===== config.mk =====
export PLATFORM = sky130hd
export DESIGN_NAME = mem_bus_arbiter_flat
export DESIGN_NICKNAME = d
export VERILOG_FILES = /design/src/rtl/mem_bus_arbiter_if.sv /design/src/rtl/mem_bus_arbiter.sv /design/src/flat_wrapper.sv
export SDC_FILE = /design/constraint.sdc
export NUM_CORES = 1
export LEC_CHECK = 0
export BUFFER_PORTS_ARGS = -buffer_cell sky130_fd_sc_hd__buf_2
export CAP_MARGIN = 0
export CORE_MARGIN = 2
export CORE_UTILIZATION = 48
export DETAILED_ROUTE_END_ITERATION = 10
export GPL_ROUTABILITY_DRIVEN = 0
export MAX_ROUTING_LAYER = met4
export PLACE_DENSITY = 0.77
export SYNTH_ARGS = -nofsm -noshare
export SYNTH_HDL_FRONTEND = slang
export SYNTH_SLANG_ARGS = --single-unit
export TNS_END_PERCENT = 30

===== constraint.sdc =====
create_clock -name clk -period 2.5 [get_ports clk]
set_clock_uncertainty 0.15 [all_clocks]
set_input_delay 0.125 -clock clk [delete_from_list [all_inputs] [get_ports clk]]
set_output_delay 0.125 -clock clk [all_outputs]
set_load 0.005 [all_outputs]

===== src/rtl/mem_bus_arbiter_if.sv =====
// Shared-bus bundle between NUM_REQ picorv32-style requesters and one memory
// slave, as seen by the round-robin arbiter.
interface mem_bus_arbiter_if #(
  parameter int NUM_REQ = 2
) ();
  localparam int GW = (NUM_REQ > 1) ? $clog2(NUM_REQ) : 1;

  // requester side
  logic [NUM_REQ-1:0]    req_valid;
  logic [NUM_REQ-1:0]    req_instr;
  logic [32*NUM_REQ-1:0] req_addr;
  logic [32*NUM_REQ-1:0] req_wdata;
  logic [4*NUM_REQ-1:0]  req_wstrb;
  logic [NUM_REQ-1:0]    req_ready;
  logic [31:0]           req_rdata;
  logic                  req_err;

  // shared memory side
  logic                  mem_valid;
  logic                  mem_instr;
  logic [31:0]           mem_addr;
  logic [31:0]           mem_wdata;
  logic [3:0]            mem_wstrb;
  logic                  mem_ready;
  logic [31:0]           mem_rdata;

  logic [GW-1:0]         grant_idx;

  // arbiter view
  modport slave (
    input  req_valid, req_instr, req_addr, req_wdata, req_wstrb,
    input  mem_ready, mem_rdata,
    output req_ready, req_rdata, req_err,
    output mem_valid, mem_instr, mem_addr, mem_wdata, mem_wstrb,
    output grant_idx
  );

  // requesters + memory view
  modport master (
    output req_valid, req_instr, req_addr, req_wdata, req_wstrb,
    output mem_ready, mem_rdata,
    input  req_ready, req_rdata, req_err,
    input  mem_valid, mem_instr, mem_addr, mem_wdata, mem_wstrb,
    input  grant_idx
  );
endinterface


===== src/rtl/mem_bus_arbiter.sv =====
// Round-robin arbiter sharing one picorv32 native memory bus between NUM_REQ
// requesters. One transaction in flight; request latched at grant; a
// per-transaction watchdog terminates stalled slaves with an error pulse.
module mem_bus_arbiter #(
  parameter int          NUM_REQ       = 2,
  parameter int          TIMEOUT       = 1024,
  parameter logic [31:0] TIMEOUT_RDATA = 32'hDEAD_BEEF
) (
  input logic            clk,
  input logic            resetn,
  mem_bus_arbiter_if.slave bus
);
  localparam int          GW      = (NUM_REQ > 1) ? $clog2(NUM_REQ) : 1;
  localparam int unsigned NR      = NUM_REQ;
  localparam logic [31:0] WD_LAST = (TIMEOUT > 0) ? 32'(TIMEOUT - 1) : '0;

  typedef enum logic [1:0] {IDLE, BUSY, RESP} state_t;

  state_t             r_state;
  logic [GW-1:0]      r_last;
  logic [GW-1:0]      r_grant;
  logic [31:0]        r_wd;
  logic               r_mem_valid;
  logic               r_mem_instr;
  logic [31:0]        r_mem_addr;
  logic [31:0]        r_mem_wdata;
  logic [3:0]         r_mem_wstrb;
  logic [NUM_REQ-1:0] r_ready;
  logic [31:0]        r_rdata;
  logic               r_err;

  logic [GW-1:0]      w_sel;
  logic [GW-1:0]      w_scan;
  logic               w_any;

  // Round-robin pick: first valid requester scanning last+1 .. last (mod NUM_REQ)
  always_comb begin
    w_sel  = r_last;
    w_scan = '0;
    w_any  = 1'b0;
    for (int unsigned k = 1; k <= NR; k++) begin
      w_scan = GW'((32'(r_last) + k) % NR);
      if (!w_any && bus.req_valid[w_scan]) begin
        w_any = 1'b1;
        w_sel = w_scan;
      end
    end
  end

  // Arbiter FSM with all bus/requester outputs registered
  always_ff @(posedge clk or negedge resetn) begin
    if (!resetn) begin
      r_state     <= IDLE;
      r_last      <= GW'(NR - 1);
      r_grant     <= '0;
      r_wd        <= '0;
      r_mem_valid <= 1'b0;
      r_mem_instr <= 1'b0;
      r_mem_addr  <= '0;
      r_mem_wdata <= '0;
      r_mem_wstrb <= '0;
      r_ready     <= '0;
      r_rdata     <= '0;
      r_err       <= 1'b0;
    end else begin
      case (r_state)
        IDLE: begin
          if (w_any) begin
            r_grant     <= w_sel;
            r_mem_instr <= bus.req_instr[w_sel];
            r_mem_addr  <= bus.req_addr[32*w_sel +: 32];
            r_mem_wdata <= bus.req_wdata[32*w_sel +: 32];
            r_mem_wstrb <= bus.req_wstrb[4*w_sel +: 4];
            r_mem_valid <= 1'b1;
            r_state     <= BUSY;
          end
        end
        BUSY: begin
          r_wd <= r_wd + 32'd1;
          // mem_ready has priority over a watchdog expiring in the same cycle
          if (bus.mem_ready) begin
            r_mem_valid      <= 1'b0;
            r_rdata          <= bus.mem_rdata;
            r_ready[r_grant] <= 1'b1;
            r_state          <= RESP;
          end else if (TIMEOUT != 0 && r_wd == WD_LAST) begin
            r_mem_valid      <= 1'b0;
            r_rdata          <= TIMEOUT_RDATA;
            r_err            <= 1'b1;
            r_ready[r_grant] <= 1'b1;
            r_state          <= RESP;
          end
        end
        RESP: begin
          r_ready <= '0;
          r_err   <= 1'b0;
          r_last  <= r_grant;
          r_wd    <= '0;
          r_state <= IDLE;
        end
        default: r_state <= IDLE;
      endcase
    end
  end

  assign bus.mem_valid = r_mem_valid;
  assign bus.mem_instr = r_mem_instr;
  assign bus.mem_addr  = r_mem_addr;
  assign bus.mem_wdata = r_mem_wdata;
  assign bus.mem_wstrb = r_mem_wstrb;
  assign bus.req_ready = r_ready;
  assign bus.req_rdata = r_rdata;
  assign bus.req_err   = r_err;
  assign bus.grant_idx = r_grant;
endmodule


===== src/flat_wrapper.sv =====
// flat-port wrapper written by rule: the top's interface ports become plain ports
module mem_bus_arbiter_flat 
#(
  parameter int          NUM_REQ       = 2,
  parameter int          TIMEOUT       = 1024,
  parameter logic [31:0] TIMEOUT_RDATA = 32'hDEAD_BEEF
)
  (clk, resetn, bus_req_valid, bus_req_instr, bus_req_addr, bus_req_wdata, bus_req_wstrb, bus_mem_ready, bus_mem_rdata, bus_req_ready, bus_req_rdata, bus_req_err, bus_mem_valid, bus_mem_instr, bus_mem_addr, bus_mem_wdata, bus_mem_wstrb, bus_grant_idx);
  mem_bus_arbiter_if #(.NUM_REQ(NUM_REQ)) bus_i ();
  input logic clk;
  input logic resetn;
  input wire logic [$bits(bus_i.req_valid)-1:0] bus_req_valid;
  input wire logic [$bits(bus_i.req_instr)-1:0] bus_req_instr;
  input wire logic [$bits(bus_i.req_addr)-1:0] bus_req_addr;
  input wire logic [$bits(bus_i.req_wdata)-1:0] bus_req_wdata;
  input wire logic [$bits(bus_i.req_wstrb)-1:0] bus_req_wstrb;
  input wire logic [$bits(bus_i.mem_ready)-1:0] bus_mem_ready;
  input wire logic [$bits(bus_i.mem_rdata)-1:0] bus_mem_rdata;
  output wire logic [$bits(bus_i.req_ready)-1:0] bus_req_ready;
  output wire logic [$bits(bus_i.req_rdata)-1:0] bus_req_rdata;
  output wire logic [$bits(bus_i.req_err)-1:0] bus_req_err;
  output wire logic [$bits(bus_i.mem_valid)-1:0] bus_mem_valid;
  output wire logic [$bits(bus_i.mem_instr)-1:0] bus_mem_instr;
  output wire logic [$bits(bus_i.mem_addr)-1:0] bus_mem_addr;
  output wire logic [$bits(bus_i.mem_wdata)-1:0] bus_mem_wdata;
  output wire logic [$bits(bus_i.mem_wstrb)-1:0] bus_mem_wstrb;
  output wire logic [$bits(bus_i.grant_idx)-1:0] bus_grant_idx;
  assign bus_i.req_valid = bus_req_valid;
  assign bus_i.req_instr = bus_req_instr;
  assign bus_i.req_addr = bus_req_addr;
  assign bus_i.req_wdata = bus_req_wdata;
  assign bus_i.req_wstrb = bus_req_wstrb;
  assign bus_i.mem_ready = bus_mem_ready;
  assign bus_i.mem_rdata = bus_mem_rdata;
  assign bus_req_ready = bus_i.req_ready;
  assign bus_req_rdata = bus_i.req_rdata;
  assign bus_req_err = bus_i.req_err;
  assign bus_mem_valid = bus_i.mem_valid;
  assign bus_mem_instr = bus_i.mem_instr;
  assign bus_mem_addr = bus_i.mem_addr;
  assign bus_mem_wdata = bus_i.mem_wdata;
  assign bus_mem_wstrb = bus_i.mem_wstrb;
  assign bus_grant_idx = bus_i.grant_idx;
  mem_bus_arbiter #(.NUM_REQ(NUM_REQ), .TIMEOUT(TIMEOUT), .TIMEOUT_RDATA(TIMEOUT_RDATA)) u_core (.clk(clk), .resetn(resetn), .bus(bus_i));
endmodule

==> results.sh <==
export IMPL_cp_data_arrival_time_ns=2.59
export IMPL_cpMaxStageDelayCell="dlygate4sd3_1"
export IMPL_grt_util_met3_pct=9.626
export IMPL_dp_hpwl_mm=11.93
export IMPL_port_buffers=280
export IMPL_syn_to_final_growth_pct=64.37
export IMPL_pwr_density_cell_nw_per_um2=1064
export IMPL_fmax_ghz=0.4068
export IMPL_critPathMaxFanout=39
export IMPL_post_route_period_util_pct=98.33
export IMPL_grt_pass1_vias=7064
export IMPL_vias=6715
export IMPL_yosys_top_cells_area="dfrtp_1, mux2i_1, o21ai_0"
export IMPL_cts_buffers=17
export IMPL_yosysWarnings=0
export IMPL_grt_pass1_wl_mm=35.78
export IMPL_clk_path_buf_depth=2
export IMPL_cts_tree="done"
export IMPL_insertion_delay_ns=0.41
export IMPL_drc_errors=0
export IMPL_p_leak_uw=0.005172
export IMPL_cts_root_buf="clkbuf_16"
export IMPL_fin_tns_setup_ns=0
export IMPL_ir_drop_v=0.0005737
export IMPL_maxSlewHeadroom_pct=43.87
export IMPL_hp_class="input pin to flip-flop"
export IMPL_drive_above_1_share_pct=32.36
export IMPL_diodes=0
export IMPL_crit_type="flip-flop to flip-flop"
export IMPL_use_met1_pct=35.84
export IMPL_busiest_layer="met2"
export IMPL_io_pins=281
export IMPL_syn_cell_area_um2=6366
export IMPL_start_util_pct=48.65
export IMPL_rows=42
export IMPL_wl_per_cell_um=18.48
export IMPL_yosysTopAreaCell="dfrtp_1"
export IMPL_r2r_slack_ns=0.04
export IMPL_synth_top_cell_area_share_pct=55.03
export IMPL_hold_viol=0
export IMPL_routed_via_density=5.420
export IMPL_final_nets=1230
export IMPL_grt_ovfl_total=0
export IMPL_async_flop_share_pct=100.0
export IMPL_grt_max_degree=77
export IMPL_fillers=732
export IMPL_wl_mm=22.90
export IMPL_htreeDepth=4
export IMPL_syn_area_per_cell_um2=10.65
export IMPL_cpPeakStageDelay_ns=0.61
export IMPL_critPathBufInv=3
export IMPL_worst_slew_pin_transition_ns=0.8399
export IMPL_synth_flop_cell="dfrtp_1"
export IMPL_ant_nets=0
export IMPL_timing_critical_path_from_type="flip-flop"
export IMPL_rsz0062_at_grt="false"
export IMPL_yosysSeqAreaShare_pct=55.44
export IMPL_grt_total_usage_pct=33.40
export IMPL_cp_top_family="buffers and inverters"
export IMPL_clk_pin_slew_worst_paths_ns=0.06
export IMPL_ys_ff_latch=141
export IMPL_yosysUniqueCellTypes=44
export IMPL_crit_chain="nand2_1, o21ai_4, buf_12, buf_16, mux2i_1, dlygate4sd3_1, o21ai_0"
export IMPL_dr_pass1_iters=6
export IMPL_setup_viol=0
export IMPL_status="finished clean"
export IMPL_die_h_um=119.2
export IMPL_synthCells=598
export IMPL_hold_ws_ns=0.04018
export IMPL_antenna_found_initial=0
export IMPL_drtIter0Drc=488
export IMPL_finalMaxSlewViolations=0
export IMPL_core_area_um2=13090
export IMPL_critPathCaptureType="flip-flop"
export IMPL_syn_nets=778
export IMPL_clock_sinks=141
export IMPL_fp_dieW_um=119.2
export IMPL_synth_edf_count=0
export IMPL_dieArea_um2=14200
export IMPL_maxCapViolations=0
export IMPL_met2_usage_pct=55.10
export IMPL_period_minus_slack_ns=2.458
export IMPL_required_ns=2.63
==> registers in the layout (all words and copies together), names as in the netlist, 2 cells and up <==
| signal | flops |
|---|---|
| u_core.bus.mem_wstrb | 4 |
| u_core.r_state | 2 |
| u_core.bus.mem_addr | 32 |
| u_core.bus.req_ready | 2 |
| u_core.bus.mem_wdata | 32 |
| u_core.bus.req_rdata | 32 |
| u_core.r_wd | 32 |
==> cell usage in the layout (no fill, tap or decap), types with 9 or more instances in the layout <==
cell type,netlist,routed
a21oi_1,9,9
buf_2,3,279
buf_4,2,16
clkbuf_16,0,17
dfrtp_1,140,140
dlygate4sd3_1,0,173
mux2i_1,69,69
nand2_1,87,87
nand3_1,11,11
nand4_1,9,9
nor2_1,28,28
nor4_1,9,9
o21ai_0,78,77
o22a_1,24,24
xor2_1,15,15
==> Yosys cell counts (2+ instances only) <==
cell type,instances
nand2_1,87
a21oi_1,9
nand2b_1,4
and3_1,5
o21ai_0,78
buf_4,2
inv_1,8
and2_1,2
mux2i_1,69
xnor2_1,8
buf_1,6
nor2b_1,2
a2bb2oi_1,2
or3_1,5
dfrtp_1,140
ha_1,5
buf_2,3
o22a_1,24
o22ai_1,3
nor4_1,9
and4_1,3
nand4_1,9
a22o_1,8
mux2_2,2
nor2_1,28
xor2_1,15
nor3_1,5
clkbuf_1,30
o21a_1,2
nand3_1,11
==> worst reg2reg max path: cells and delay by family, from the launching register on <==
kind,cells,cell delay [ns]
DFF,1,0.56
and+or+nand+nor,1,0.09
muxes,1,0.32
buffers and inverters,3,1.02
AOI/OAI and AO/OA,2,0.19
==> worst paths after layout <==
check / start / end / cells past startpoint
min in group asynchronous: resetn / u_core.r_wd[10] / 2
min reg2reg: u_core.bus.mem_addr[5] / u_core.bus.mem_addr[5] / 2
max: u_core.r_last / u_core.bus.mem_addr[11] / 7
min: bus_req_valid[1] / u_core.r_state[1] / 3
max in group asynchronous: resetn / u_core.bus.mem_addr[3] / 3
max reg2reg: u_core.r_last / u_core.bus.mem_addr[11] / 7
==> through the flow <==
step / utilization [%] / instances / instance area (µm²) / power [µW] / setup slack [ns]
final: 79.97 / 1239 / 10460 / 11130 / 0.04171
after global routing: 79.97 / 1239 / 10460 / 11700 / 0.002101
after CTS: 79.53 / 1234 / 10410 / 10700 / 0.03846
after detailed placement: 61.30 / 1029 / 8021 / 7459 / 0.2614
after global placement: 61.30 / 1029 / 8021 / 7302 / 0.3597
after floorplan: - / 598 / 6366 / 5748 / 0.4347
==> routing by layer <==
metal | routed length (µm) | vias to the layer above
li1 | - | 3003
met3 | 1935 | 124
met5 | 0 | -
met1 | 8241 | 3198
met2 | 11480 | 390
met4 | 1243 | 0
==> area by class of cell <==
cell class	instances	area, µm²	share of cell area (%)
tap	176	220.2	2.105
clock buffer	22	494.2	4.723
clock inverter	10	158.9	1.519
multi-input combinational	408	2664	25.46
timing repair buffer	474	3367	32.18
sequential	141	3530	33.73
inverter	8	30.03	0.2870
==> power breakdown <==
group / switching [µW] / total (µW) / internal [µW]
sequential: 597 / 3820 / 3220
clock: 970 / 2770 / 1800
combinational: 2350 / 4540 / 2190
total: 3920 / 11100 / 7210
==> repair_timing <==
action / in CTS / in global routing
gates resized for setup: 0 / 1
setup endpoints to repair: 0 / 48
hold endpoints to repair: 215 / 0
setup buffers: 0 / 5
hold buffers: 173 / 0
==> kinds of logic after synthesis <==
kind of cell	synth area share [%]
xor+xnor	3.164
simple gates	13.44
fa+ha+maj	0.9827
compound gates	12.52
flops	55.44
mux	11.38
buf+inv	3.066
No activity file was read; power rests on OpenSTA's default activity.
